==> config.mk <==
export PLATFORM = sky130hd
export DESIGN_NAME = hdmi_video_timing_gen
export DESIGN_NICKNAME = d
export VERILOG_FILES = /design/src/rtl/hdmi_video_pkg.sv /design/src/rtl/hdmi_video_timing_counter.sv /design/src/rtl/hdmi_video_timing_gen.sv
export SDC_FILE = /design/constraint.sdc
export NUM_CORES = 1
export LEC_CHECK = 0
export ABC_CLOCK_PERIOD_IN_PS = 4800
export BUFFER_PORTS_ARGS = -buffer_cell sky130_fd_sc_hd__buf_2
export CAP_MARGIN = 30
export CORE_MARGIN = 2
export CORE_UTILIZATION = 30
export CTS_BUF_LIST = sky130_fd_sc_hd__clkbuf_8 sky130_fd_sc_hd__clkbuf_16
export DETAILED_ROUTE_END_ITERATION = 12
export RECOVER_POWER = 100
export SYNTH_ARGS = -nofsm -noshare
export SYNTH_HDL_FRONTEND = slang
export SYNTH_SLANG_ARGS = --single-unit
==> constraint.sdc <==
create_clock -name pixe_clk -period 4.8 [get_ports pixe_clk]
set_input_delay 0.72 -clock pixe_clk [delete_from_list [all_inputs] [get_ports pixe_clk]]
set_output_delay 0.72 -clock pixe_clk [all_outputs]
set_load 0.01 [all_outputs]
==> src/rtl/hdmi_video_pkg.sv <==
// Shared types and default 720p60 timing for the HDMI raster generator.
// Also holds the colour-bar table used when HDMI_VIDEO_TIMING_GEN_TEST_PATTERN_EN is defined.
package hdmi_video_pkg;

  typedef struct packed {
    logic [7:0] r;
    logic [7:0] g;
    logic [7:0] b;
  } rgb888_t;

  localparam int unsigned H_ACTIVE_720P = 1280;
  localparam int unsigned H_FP_720P     = 110;
  localparam int unsigned H_SYNC_720P   = 40;
  localparam int unsigned H_BP_720P     = 220;
  localparam int unsigned V_ACTIVE_720P = 720;
  localparam int unsigned V_FP_720P     = 5;
  localparam int unsigned V_SYNC_720P   = 5;
  localparam int unsigned V_BP_720P     = 20;

  // Index 0 is the leftmost bar: white, yellow, cyan, green, magenta, red, blue, black.
  localparam logic [7:0][23:0] BAR_RGB = {
    24'h000000, 24'h0000FF, 24'hFF0000, 24'hFF00FF,
    24'h00FF00, 24'h00FFFF, 24'hFFFF00, 24'hFFFFFF
  };

endpackage

==> src/rtl/hdmi_video_timing_counter.sv <==
// Raster h/v counters with region decode and wrap flags.
// Adds the colour-bar comparator chain when HDMI_VIDEO_TIMING_GEN_TEST_PATTERN_EN is defined.
module hdmi_video_timing_counter
  import hdmi_video_pkg::*;
#(
  parameter int unsigned H_ACTIVE = H_ACTIVE_720P,
  parameter int unsigned H_FP     = H_FP_720P,
  parameter int unsigned H_SYNC   = H_SYNC_720P,
  parameter int unsigned H_BP     = H_BP_720P,
  parameter int unsigned V_ACTIVE = V_ACTIVE_720P,
  parameter int unsigned V_FP     = V_FP_720P,
  parameter int unsigned V_SYNC   = V_SYNC_720P,
  parameter int unsigned V_BP     = V_BP_720P
) (
  input  logic       clk,
  input  logic       rst_n,
  input  logic       run,
  output logic       active,
  output logic       hs_raw,
  output logic       vs_raw,
  output logic       origin,
  output logic       frame_end
`ifdef HDMI_VIDEO_TIMING_GEN_TEST_PATTERN_EN
  ,output logic [2:0] bar_idx
`endif
);

  localparam int unsigned H_TOTAL = H_ACTIVE + H_FP + H_SYNC + H_BP;
  localparam int unsigned V_TOTAL = V_ACTIVE + V_FP + V_SYNC + V_BP;
  localparam int unsigned HW      = $clog2(H_TOTAL);
  localparam int unsigned VW      = $clog2(V_TOTAL);

  logic [HW-1:0] h_cnt_q, h_cnt_d;
  logic [VW-1:0] v_cnt_q, v_cnt_d;
  logic          line_end;

  always_comb begin
    line_end  = 32'(h_cnt_q) == H_TOTAL - 1;
    frame_end = line_end && (32'(v_cnt_q) == V_TOTAL - 1);
    h_cnt_d   = '0;
    v_cnt_d   = '0;
    if (run) begin
      h_cnt_d = line_end ? '0 : h_cnt_q + HW'(1);
      v_cnt_d = v_cnt_q;
      if (line_end) v_cnt_d = frame_end ? '0 : v_cnt_q + VW'(1);
    end
  end

  always_ff @(posedge clk or negedge rst_n) begin
    if (!rst_n) begin
      h_cnt_q <= '0;
      v_cnt_q <= '0;
    end else begin
      h_cnt_q <= h_cnt_d;
      v_cnt_q <= v_cnt_d;
    end
  end

  assign active = (32'(h_cnt_q) < H_ACTIVE) && (32'(v_cnt_q) < V_ACTIVE);
  assign hs_raw = (32'(h_cnt_q) >= H_ACTIVE + H_FP) && (32'(h_cnt_q) < H_ACTIVE + H_FP + H_SYNC);
  assign vs_raw = (32'(v_cnt_q) >= V_ACTIVE + V_FP) && (32'(v_cnt_q) < V_ACTIVE + V_FP + V_SYNC);
  assign origin = (h_cnt_q == '0) && (v_cnt_q == '0);

`ifdef HDMI_VIDEO_TIMING_GEN_TEST_PATTERN_EN
  // Bar k starts at ceil(k*H_ACTIVE/8); the chain of compares replaces h*8/H_ACTIVE.
  always_comb begin
    bar_idx = '0;
    for (int k = 1; k < 8; k++)
      if (32'(h_cnt_q) >= (32'(k) * H_ACTIVE + 7) / 8) bar_idx = 3'(k);
  end
`endif

endmodule

==> src/rtl/hdmi_video_timing_gen.sv <==
// HDMI raster timing generator with 1-cycle FIFO pixel fetch and sticky underflow.
// Optional colour-bar source under HDMI_VIDEO_TIMING_GEN_TEST_PATTERN_EN.
module hdmi_video_timing_gen
  import hdmi_video_pkg::*;
#(
  parameter int unsigned H_ACTIVE = H_ACTIVE_720P,
  parameter int unsigned H_FP     = H_FP_720P,
  parameter int unsigned H_SYNC   = H_SYNC_720P,
  parameter int unsigned H_BP     = H_BP_720P,
  parameter int unsigned V_ACTIVE = V_ACTIVE_720P,
  parameter int unsigned V_FP     = V_FP_720P,
  parameter int unsigned V_SYNC   = V_SYNC_720P,
  parameter int unsigned V_BP     = V_BP_720P,
  parameter bit          SYNC_POL = 1'b1
) (
  input  logic        pixe_clk,
  input  logic        rest_n,
  input  logic        enable,
  output logic        pix_req,
  input  logic        pix_valid,
  input  logic [23:0] pix_data,
  output logic        hsync,
  output logic        vsync,
  output logic        de,
  output logic [7:0]  red,
  output logic [7:0]  green,
  output logic [7:0]  blue,
  output logic        frame_start,
  output logic        underflow,
  input  logic        underflow_clr
`ifdef HDMI_VIDEO_TIMING_GEN_TEST_PATTERN_EN
  ,input  logic        test_pattern
`endif
);

  localparam logic [0:0] ST_IDLE   = 1'b0;
  localparam logic [0:0] ST_RUN    = 1'b1;
  localparam logic       SYNC_IDLE = !SYNC_POL;

  logic [0:0] state_q, state_d;
  logic       run, active, hs_raw, vs_raw, origin, frame_end;
  logic       de_q, de_d, hsync_q, hsync_d, vsync_q, vsync_d;
  logic       fs_q, fs_d, uf_q, uf_d;
  logic       tp_now, tp_q;
  rgb888_t    tp_rgb, pix_rgb;

`ifdef HDMI_VIDEO_TIMING_GEN_TEST_PATTERN_EN
  logic [2:0] bar_idx;
  logic       tp_sel_q, tp_sel_d;
  rgb888_t    tp_rgb_q, tp_rgb_d;
`endif

  hdmi_video_timing_counter #(
    .H_ACTIVE(H_ACTIVE), .H_FP(H_FP), .H_SYNC(H_SYNC), .H_BP(H_BP),
    .V_ACTIVE(V_ACTIVE), .V_FP(V_FP), .V_SYNC(V_SYNC), .V_BP(V_BP)
  ) u_cnt (
    .clk      (pixe_clk),
    .rst_n    (rest_n),
    .run      (run),
    .active   (active),
    .hs_raw   (hs_raw),
    .vs_raw   (vs_raw),
    .origin   (origin),
    .frame_end(frame_end)
`ifdef HDMI_VIDEO_TIMING_GEN_TEST_PATTERN_EN
    ,.bar_idx (bar_idx)
`endif
  );

  assign run = state_q == ST_RUN;

`ifdef HDMI_VIDEO_TIMING_GEN_TEST_PATTERN_EN
  // Mode is latched at raster origin so a frame is never half pattern, half FIFO.
  assign tp_now = origin ? test_pattern : tp_sel_q;
  assign tp_q   = tp_sel_q;
  assign tp_rgb = tp_rgb_q;

  always_comb begin
    tp_sel_d = tp_now;
    tp_rgb_d = (run && active) ? rgb888_t'(BAR_RGB[bar_idx]) : '0;
  end

  always_ff @(posedge pixe_clk or negedge rest_n) begin
    if (!rest_n) begin
      tp_sel_q <= 1'b0;
      tp_rgb_q <= '0;
    end else begin
      tp_sel_q <= tp_sel_d;
      tp_rgb_q <= tp_rgb_d;
    end
  end
`else
  assign tp_now = 1'b0;
  assign tp_q   = 1'b0;
  assign tp_rgb = '0;
`endif

  always_comb begin
    state_d = state_q;
    case (state_q)
      ST_IDLE: if (enable) state_d = ST_RUN;
      default: if (frame_end && !enable) state_d = ST_IDLE;
    endcase
  end

  assign pix_req = run && active && !tp_now;

  always_comb begin
    de_d    = run && active;
    hsync_d = (run && hs_raw) ^ SYNC_IDLE;
    vsync_d = (run && vs_raw) ^ SYNC_IDLE;
    fs_d    = run && origin;
    uf_d    = (de_q && !pix_valid && !tp_q) || (uf_q && !underflow_clr);
  end

  always_ff @(posedge pixe_clk or negedge rest_n) begin
    if (!rest_n) begin
      state_q <= ST_IDLE;
      de_q    <= 1'b0;
      hsync_q <= SYNC_IDLE;
      vsync_q <= SYNC_IDLE;
      fs_q    <= 1'b0;
      uf_q    <= 1'b0;
    end else begin
      state_q <= state_d;
      de_q    <= de_d;
      hsync_q <= hsync_d;
      vsync_q <= vsync_d;
      fs_q    <= fs_d;
      uf_q    <= uf_d;
    end
  end

  // FIFO data lands in the same cycle as de, so the colour mux sits after the de flop.
  always_comb begin
    pix_rgb = '0;
    if (de_q) begin
      if (tp_q)           pix_rgb = tp_rgb;
      else if (pix_valid) pix_rgb = rgb888_t'(pix_data);
    end
  end

  assign de          = de_q;
  assign hsync       = hsync_q;
  assign vsync       = vsync_q;
  assign frame_start = fs_q;
  assign underflow   = uf_q;
  assign red         = pix_rgb.r;
  assign green       = pix_rgb.g;
  assign blue        = pix_rgb.b;

endmodule

# Word-level counts from Yosys, hierarchy flattened

Index checks and enable logic that the tools add are counted.

Register bits after elaboration: 27
Input port bits: 29
Output and inout bits: 30
Logic and storage cells: 47

Add/subtract/negate cells: 2
$lt $le $gt $ge: 6
Eq/ne operators: 3
Muxes and demuxes: 10
Reductions and logical operators: 18

Operators with widths:

| operator                                              | count |
|---|---|
| two-way mux 24 bit                                    | 2 |
| two-way mux 10 bit                                    | 3 |
| less-than comparator 11 bit, second input constant    | 2 |
| two-way mux 11 bit                                    | 2 |
| less-than comparator 10 bit, second input constant    | 2 |
| logical AND 1 bit                                     | 12 |
| adder 11 x 1 -> 11 bit, second input constant         | 1 |
| equality test 11 bit, second input constant           | 1 |
| >= comparator 11 bit, second input constant           | 1 |
| zero test 11 bit                                      | 1 |
| adder 10 x 1 -> 10 bit, second input constant         | 1 |
| equality test 10 bit, second input constant           | 1 |
| >= comparator 10 bit, second input constant           | 1 |
| zero test 10 bit                                      | 1 |
| zero test 1 bit                                       | 3 |
| two-way mux 1 bit                                     | 3 |
| inequality test 2 x 1 -> 1 bit, second input constant | 1 |
| logical OR 1 bit                                      | 1 |

# Longest topological paths before layout

Depth after elaboration: 5
Gate-level depth with buffers: 7
Depth with buffers taken out: 6

# Hierarchy

From an unflattened synthesis, not the netlist that was laid out.

Cells, all modules: 198
Area total of the unflattened synthesis: 1745.4 sq um

By module, submodules not included:

| module                    | instances | cells an instance | area each (sq um) | sequential area each (sq um) |
|---|---|---|---|---|
| hdmi_video_timing_counter | 1         | 155               | 1350.0            | 525.5 |
| hdmi_video_timing_gen     | 1         | 43                | 395.4             | 150.1 |

# Worst setup path after synthesis

Ideal clock, no wire load.

Kind: register to register
Start: reg u_cnt.h_cnt_q[2]
End: reg u_cnt.v_cnt_q[5]
Library setup time: 80 ps
Arrival: 2078 ps
Data required time: 4720 ps
Setup slack: 2642 ps
Stages on the path, launching flop included: 6
Buffers on the path: 1
Clock period less this slack: 2158 ps
Cell sequence: dfrtp_1 or4_4 or3_4 buf_6 or4_1 a21oi_1

Cells in the longest elaborated chain, start to end: 5
Elaborated cells between the ends (all ways): 6
Classes of those cells: eq/ne (2); mux (3); reduce/logical (1)

RTL lines:

| item                             | RTL line                        | source |
|---|---|---|
| from (decl)                      | hdmi_video_timing_counter.sv:33 | `logic [HW-1:0] h_cnt_q, h_cnt_d;` |
| from (signal assigned)           | hdmi_video_timing_counter.sv:54 | `h_cnt_q <= h_cnt_d;` |
| equality test 11 bit *           | hdmi_video_timing_counter.sv:38 | `line_end = 32'(h_cnt_q) == H_TOTAL - 1;` |
| logical AND 1 bit                | hdmi_video_timing_counter.sv:39 | `frame_end = line_end && (32'(v_cnt_q) == V_TOTAL - 1);` |
| two-way mux 10 bit (2 in series) | hdmi_video_timing_counter.sv:45 | `if (line_end) v_cnt_d = frame_end ? '0 : v_cnt_q + VW'(1);` |
| two-way mux 10 bit               | hdmi_video_timing_counter.sv:42 | `if (run) begin` |
| to (signal assigned)             | hdmi_video_timing_counter.sv:55 | `v_cnt_q <= v_cnt_d;` |
| to (decl)                        | hdmi_video_timing_counter.sv:34 | `logic [VW-1:0] v_cnt_q, v_cnt_d;` |

Every way passes the cells marked *; elsewhere a longest branch is shown, timed or not. The select of a mux whose other input is x is not followed.
A chain may end at the register's enable or synchronous reset.

# Final worst setup path

Start: reg u_cnt.h_cnt_q[2]
End: reg u_cnt.v_cnt_q[3]

The elaborated chain is that of the path after synthesis.

==> summary.md <==
| Metric | Value |
|---|---|
| Num ports | around 60 |
| Num CTS Buffers | 3 |
| Commonest non-fill, non-tap cell in the layout | clkbuf_1 |
| Die Y | between 70 and 80 um |
| H-tree levels | 1 |
| Hold buffer count at CTS | 0 |
| Slew margin rel. | under 10% |
| Detailed placer's ending HPWL | between 2000 and 3000 um |
| Min-delay src | underflow$_DFF_PN0_ |
| Final Util | 37.9% |
| Nets | ~270 |
| Post-synthesis cell type count | 34 |
| Critical Path Fanout Max | 11 |
| Via count | between 1,500 and 2,000 |
| # setup viols final | 0 |
| Register area share after synthesis | 41.5% |
| Leading area contributor after synthesis | dfrtp_1 |
| Root buffer cell | clkbuf_8 |
| Routed WL | 3900 um |
| FFs w/ async S/R, synth | 100% |
| Actual slew at the worst max-slew pin | roughly 1400 ps |
| Layout cell share with drive strength beyond 1 | between 10% and 20% |
| Max Buffers Root-to-Sink | 2 |
| RSZ-0062 raised after global routing | false |
| Initial antenna violation count | 0 |
| Area Overhead vs Synth | 20.4% |
| Wire per inst | about 13 um |
| Top FF cell, synth | dfrtp_1 |
| Fin cells | 306 |
| Die area | 0.00603 mm^2 |
| Pwr Total | just under 0.4 mW |
| CTS tree | built |
| Skew-Pair Late Insertion Delay | roughly 280 ps |
| Critical path class | reg -> reg |
| DRT Pass-1 Iters | 4 |
| Cells after Synth | ~180 |
| Critical Path Start Type | flip-flop |
| Setup bufs post-CTS | 0 |
| Starting density of the core | approximately a third |
| Core ar. | around 0.0052 mm^2 |
| Crit path cell chain | or4_1 > or3_1 > o21ai_0 > nor2_1 |
| Max incr delay on CP | 820 ps |
| Synth area leaders | dfrtp_1, and3_1, ha_1 |
| Worst path required time | approximately 4900 ps |
| Most frequent cells in the layout | clkbuf_1, dfrtp_1, buf_2 |
| Critical Path Sink Type | flip-flop |
| DRC viols | 0 |
| First-pass GRT wire length | roughly 6200 um |
| GP Congestion | between 0.8 and 0.9 |
| PwrDens | a little over 200 mW/mm^2 |
| Reg clk slew, reported paths | 90 ps |
| Mean post-synth cell area | between 8 and 9 um^2 |
| First DRT Iteration DRCs | 88 |
| Hold WC Path Type | reg -> reg |
| Die width | between 70 and 80 um |
| Gr usage total | between 10% and 20% |
| Row Count | 26 |
| Routed Antenna Nets | 0 |
| Setup TNS | 0 ps |
| Vias in the first global route | between 1,000 and 1,500 |
| Max stage delay cell, worst path | o21ai_0 |
| EDFF count, synth | 0 |
| Setup crit start | u_cnt.h_cnt_q[2]$_DFF_PN0_ |
| Total gr overflow | 0 |
| Syn Std Cell Area | between 0.0015 and 0.002 mm^2 |
| Area share of the largest cell type after synthesis | between 40% and 50% |
| Tmin final | 2650 ps |
| Max cap viols | 0 |
| Worst Path Arrival | 2780 ps |
| Clock sink total | 27 |
| Yosys reg bits | 27 |
| ANT cells | 0 |
| Synth Warn # | 0 |
| Peak supply drop | 0.0942 mV |
| Setup Skew | 6.48 ps |
| Final Max Slew Viols | 0 |
| Pin count of the biggest net entering global routing | 28 |
| Max frequency | 0.377 GHz |
| RR Startpoint | u_cnt.h_cnt_q[2]$_DFF_PN0_ |
| Syn Nets | 220 |
| Buffers on Ports | 58 |
| Final worst path period share | 55.3% |
| Final Hold Viols | 0 |
| Status | complete, no violations |
| Pleak | 0.883 nW |
| Cts repair resizes | 0 |
| Placed cells | roughly 300 |
| Post-DR vias/cell | a little under 5 |
path summary, 6_finish.rpt:
path | to | slack, ps | cells past startpoint
worst max-delay path | u_cnt.v_cnt_q[3]$_DFFE_PN0P_ | 2150 | 4
worst min-delay path | underflow$_DFF_PN0_ | 540 | 2
worst max register to register | u_cnt.v_cnt_q[3]$_DFFE_PN0P_ | 2150 | 4
worst min register to register | underflow$_DFF_PN0_ | 540 | 2
max in group asynchronous | u_cnt.h_cnt_q[6]$_DFF_PN0_ | 3210 | 1
min in group asynchronous | u_cnt.v_cnt_q[2]$_DFFE_PN0P_ | 760 | 1
cells in the mapped netlist (3+ instances only):
library cell and n:
dfrtp_1 27, and3_1 25, nor2_1 18, nand2_1 12
nand3_1 11, clkbuf_1 9, inv_1 9, xnor2_1 8
ha_1 7, a21oi_1 6, nor3_1 5, nor4_1 5
o21ai_0 5, or4_1 5, nand4_1 4, o31ai_1 3
or3_1 3, xor2_1 3
through the flow:
| stage | hold slack (ps) | instance area, um^2 | setup WS [ps] |
|---|---|---|---|
| finish | 538 | 1960 | 2150 |
| CTS | 467 | 2010 | 2560 |
| global route | 587 | 1960 | 1940 |
| detailed placement | 534 | 1960 | 2550 |
| floorplan | 424 | 1630 | 2640 |
| global placement | 522 | 1960 | 2590 |
kinds of logic after synthesis:
group / share of synthesized area [%]
flops: 41.5
compound gates: 8.99
simple gates: 33.4
buf+inv: 4.84
xor+xnor: 5.92
fa+ha+maj: 5.38
power by group:
part | internal [mW] | switching (mW) | total [mW]
clock | 0.0583 | 0.0720 | 0.130
sequential | 0.228 | 0.000268 | 0.228
combinational | 0.0175 | 0.0209 | 0.0384
total | 0.304 | 0.0932 | 0.397
metal layers:
metal | vias to the layer above | global-route usage [%] | part of all wire, %
li1 | 763 | - | -
met1 | 683 | 16.8 | 47
met2 | 70 | 20.2 | 43
met3 | 4 | 2.79 | 8.7
met4 | 0 | 4.82 | 1.4
met5 | - | 0 | 0
sequential cells by signal, summed over array words and instances, names as in the netlist:
register	cells
u_cnt.h_cnt_q	11
run	1
de	1
frame_start	1
vsync	1
hsync	1
u_cnt.v_cnt_q	10
underflow	1
critical path, delay by kind of cell (launching register included):
kind	cells	cell delay, ps
DFF	1	450
AOI/OAI and AO/OA	1	820
and+or+nand+nor	3	1240
cell type report:
cell class | count | area, um^2
Clock buffer | 3 | 41.3
Clock inverter | 1 | 5.00
Fill cell | 544 | 3210
Inverter | 9 | 33.8
Multi-Input combinational cell | 138 | 865
Sequential cell | 27 | 676
Tap cell | 70 | 87.6
Timing Repair Buffer | 58 | 251
No activity file was read; power rests on OpenSTA's default activity.
